==> src/rtl/enc8to3_req.sv <==
// Active-low 8-request encoder: sticky pending bits, one index per valid/ack transaction.
// Request to valid is 2 edges; a presented code holds until acked, with at most one grant per 2 cycles.
module enc8to3_req #(
  parameter int ROUND_ROBIN = 1
) (
  input  logic       clk,
  input  logic       rst,
  input  logic       enb,
  input  logic [7:0] req_n,
  input  logic       ack,
  output logic [2:0] code,
  output logic       valid,
  output logic       gs
);

  typedef enum logic {IDLE, PRESENT} state_t;

  state_t     state;
  logic [7:0] pend;
  logic [7:0] clr;
  logic [7:0] pend_nxt;
  logic [2:0] last;
  logic [2:0] start;
  logic [2:0] idx;
  logic [2:0] sel;
  logic       found;

  // A new low on req_n in the ack cycle re-arms the bit being retired.
  assign clr      = (valid && ack) ? (8'b0000_0001 << code) : 8'h00;
  assign pend_nxt = (pend & ~clr) | ~req_n;
  assign start    = (ROUND_ROBIN != 0) ? last + 3'd1 : 3'd0;

  always_comb begin
    sel   = 3'd0;
    found = 1'b0;
    idx   = 3'd0;
    for (int i = 0; i < 8; i++) begin
      idx = start + 3'(i);
      if (!found && pend[idx]) begin
        sel   = idx;
        found = 1'b1;
      end
    end
  end

  always_ff @(posedge clk) begin
    if (rst) begin
      pend  <= 8'h00;
      code  <= 3'd0;
      valid <= 1'b0;
      gs    <= 1'b0;
      last  <= 3'd7;
      state <= IDLE;
    end else if (enb) begin
      // Flush drops any in-flight grant; code and last keep their values.
      pend  <= 8'h00;
      valid <= 1'b0;
      gs    <= 1'b0;
      state <= IDLE;
    end else begin
      pend <= pend_nxt;
      gs   <= |pend_nxt;
      case (state)
        IDLE: begin
          if (|pend) begin
            code  <= sel;
            valid <= 1'b1;
            state <= PRESENT;
          end
        end
        PRESENT: begin
          if (ack) begin
            valid <= 1'b0;
            last  <= code;
            state <= IDLE;
          end
        end
      endcase
    end
  end

endmodule
==> config.mk <==
export PLATFORM = sky130hd
export DESIGN_NAME = enc8to3_req
export DESIGN_NICKNAME = d
export VERILOG_FILES = /design/src/rtl/enc8to3_req.sv
export SDC_FILE = /design/constraint.sdc
export NUM_CORES = 1
export LEC_CHECK = 0
export ABC_AREA = 1
export BUFFER_PORTS_ARGS = -buffer_cell sky130_fd_sc_hd__buf_2
export CAP_MARGIN = 0
export CORE_ASPECT_RATIO = 0.5
export CORE_UTILIZATION = 40
export CTS_CLUSTER_SIZE = 30
export DETAILED_ROUTE_END_ITERATION = 16
export SYNTH_ARGS = -nofsm -noshare
export SYNTH_HDL_FRONTEND = slang
export SYNTH_SLANG_ARGS = --single-unit
==> constraint.sdc <==
create_clock -name clk -period 3 [get_ports clk]
set_input_delay 0.6 -clock clk [delete_from_list [all_inputs] [get_ports clk]]
set_output_delay 0.6 -clock clk [all_outputs]
set_load 0.005 [all_outputs]
==> qor.yml <==
status: "finished, final reports clean"
coreArea_mm2: 0.00349
required_ps: 3180
rr_worst_depth: 17
min_path_type: "register to register"
clkTransAtPathRegs_ps: 70
cts.sinks: 17
ant_nets: 0
layout_min_cycle_time_ps: 2570
antenna_found_initial: 0
rsz0062_at_grt: "no"
ios: 17
start_util_pct: 42.5
htreeDepth: 1
first_pass_iters: 4
area_delta_synth_final_pct: 11.5
synth.distinct_cells: 24
crit_start: "last[0]$_SDFFE_PP1P_"
grt_max_degree: 15
vias: 1583
grtUsageMet3_pct: 2.19
cts_root_buffer: "clkbuf_8"
die_y_um: 45.1
total_power_uw: 710
skew_ps: 2.83
die_w_um: 88.2
place_congestion: 0.846
synth_compound_area_share_pct: 11.9
routed_wirelength_um: 3650
num_rows: 15
synth_xor_area_share_pct: 0
antenna_cells: 0
drc: 0
cts_resized: 0
final_nets: 288
clk_path_buf_depth: 2
maxSlewViolCount: 0
initialDrtViolationCount: 111
ctsHoldBuffers: 0
worst_pin_slew_ps: 337
slew_headroom_pct: 77.5
path_class: "register to register"
die_area_mm2: 0.00398
min_path_cells: 2
endpoint: "code[2]$_SDFFE_PP0P_"
tns_ps: 0
yosysWarningCount: 0
achievable-frequency_ghz: 0.390
reg2reg_from: "last[0]$_SDFFE_PP1P_"
fillers: 380
syn_area_mm2: 0.00149
cts_inserted_buffers: 3
synth.avg_cell_area_um2: 5.82
synth_adder_area_share_pct: 1.68
r2r-end: "code[2]$_SDFFE_PP0P_"
gr-max-usage-layer: "met1"
routedWlPerCell_um: 11.3
track_usage_pct: 20.2
grt_pass1_vias: 1321
clk_latency_ps: 250
seq_area_frac_synth_pct: 22.9
io_buffers: 16
synth_top_family_by_area: "simple AND/OR/NAND/NOR gates"
worstSetupEndpointType: "register"
layout-drive-gt1-share_pct: 17.9
period_share_pct: 85.5
peakVddDrop_v: 0.000216
critical_path.max_fanout: 12
drv_cap: 0
hpwl_um: 2990
p_leak_uw: 0.000843
powerDensity_mw_per_mm2: 429
syn_nets: 269
via_per_inst: 4.89
r2r_setup_slack_ps: 430
synthCells: 255
grt_remaining_overflow: 0
yosys.area_share.simple_pct: 52.7
grt_use_met1_pct: 31.4
start_kind: "register"
cts_tree: "done"
grt_pass1_wl_um: 6110
crit_arrival_ps: 2750
synth_mux_area_share_pct: 0
ys_seq_elements: 17
met2_usage_pct: 29.5
hold_viol: 0
fin_hold_ws_ps: 474
setup_viol: 0
post_cts_buffers: 0
[metrics by stage]
step | setup slack, ps | utilization (%) | cell area [um^2] | cells
finish | 434 | 47.4 | 1660 | 324
global route | 133 | 47.4 | 1660 | 324
CTS | 450 | 47.4 | 1660 | 324
detailed placement | 479 | 46.1 | 1610 | 320
global placement | 543 | 46.1 | 1610 | 320
floorplan | 729 | - | 1490 | 255
[cell type report]
type                       count  area, um^2  area share, %
tap                           51        63.8           3.85
multi-input combinational    200         983           59.4
clock buffer                   4        45.0           2.72
inverter                      34         128           7.71
timing repair buffer          18        95.1           5.74
sequential                    17         340           20.6
[flip-flops by register name, indices dropped and copies added, names as in the netlist]
signal and cells:
valid 1, last 3, gs 1, code 3
state 1, pend 8
[cells in the final DEF, fill, tap and decap left out, drive strengths merged, types with 2 or more instances in the layout]
cell type  netlist  layout
o211ai           3       3
clkbuf           0       4
nand2          111     111
ha               2       2
nand4           10      10
nand3           20      20
dfxtp           17      17
nor2            22      22
a21oi           18      18
o21ai           12      12
buf              4      18
inv             33      33
[cells in the mapped netlist (all sizes together)]
library cell	number	area share [%]
dfxtp	17	23
a21oi	18	6.3
nand3	20	8.9
o211ai	3	1.5
inv	33	8.3
nand3b	1	0.51
nand4	10	4.2
nor2	22	6.8
buf	4	2.3
nand2	111	31
ha	2	1.7
nor3	1	1.1
clkinv	1	0.25
o21ai	12	4.0
[where the power goes]
group	total, uW	internal (uW)	switching [uW]
clock	170	94.2	75.9
sequential	256	240	16.1
combinational	283	97.1	186
[per-layer routing]
layer,share of wire (%),vias up
li1,-,854
met1,55,688
met2,40,36
met3,3.7,5
met4,0.93,0
met5,0,-
[worst min path at each step]
stage / start / endpoint / slack, ps
finish: state$_SDFF_PP0_ / state$_SDFF_PP0_ / 470
global route: state$_SDFF_PP0_ / state$_SDFF_PP0_ / 500
CTS: state$_SDFF_PP0_ / state$_SDFF_PP0_ / 480
detailed placement: state$_SDFF_PP0_ / state$_SDFF_PP0_ / 470
global placement: state$_SDFF_PP0_ / state$_SDFF_PP0_ / 460
floorplan: state$_SDFF_PP0_ / state$_SDFF_PP0_ / 440
[critical path, cell delays in order (launching register included)]
cell and delay (ps):
dfxtp_1 340, inv_2 40, ha_1 410, inv_2 240, nand2_1 70, nand2_1 210
nand2_1 130, nand2_2 90, nand2_2 70, nand2_4 90, nand3_4 100, nor2_8 140
nand2_4 70, nor2_2 90, o21ai_1 70, o21ai_1 120, nand2_1 80, a21oi_1 140
[kinds of logic (layout without fill, tap and decap cells)]
| kind of cell | count (synthesis) | count (layout) |
|---|---|---|
| AND/OR/NAND/NOR | 165 | 165 |
| buffers and inverters | 38 | 56 |
| AO/OA/AOI/OAI | 33 | 33 |
| flip-flops | 17 | 17 |
| adder cells (fa/ha/maj) | 2 | 2 |
Note: power is estimated with default switching activity, not from simulation.
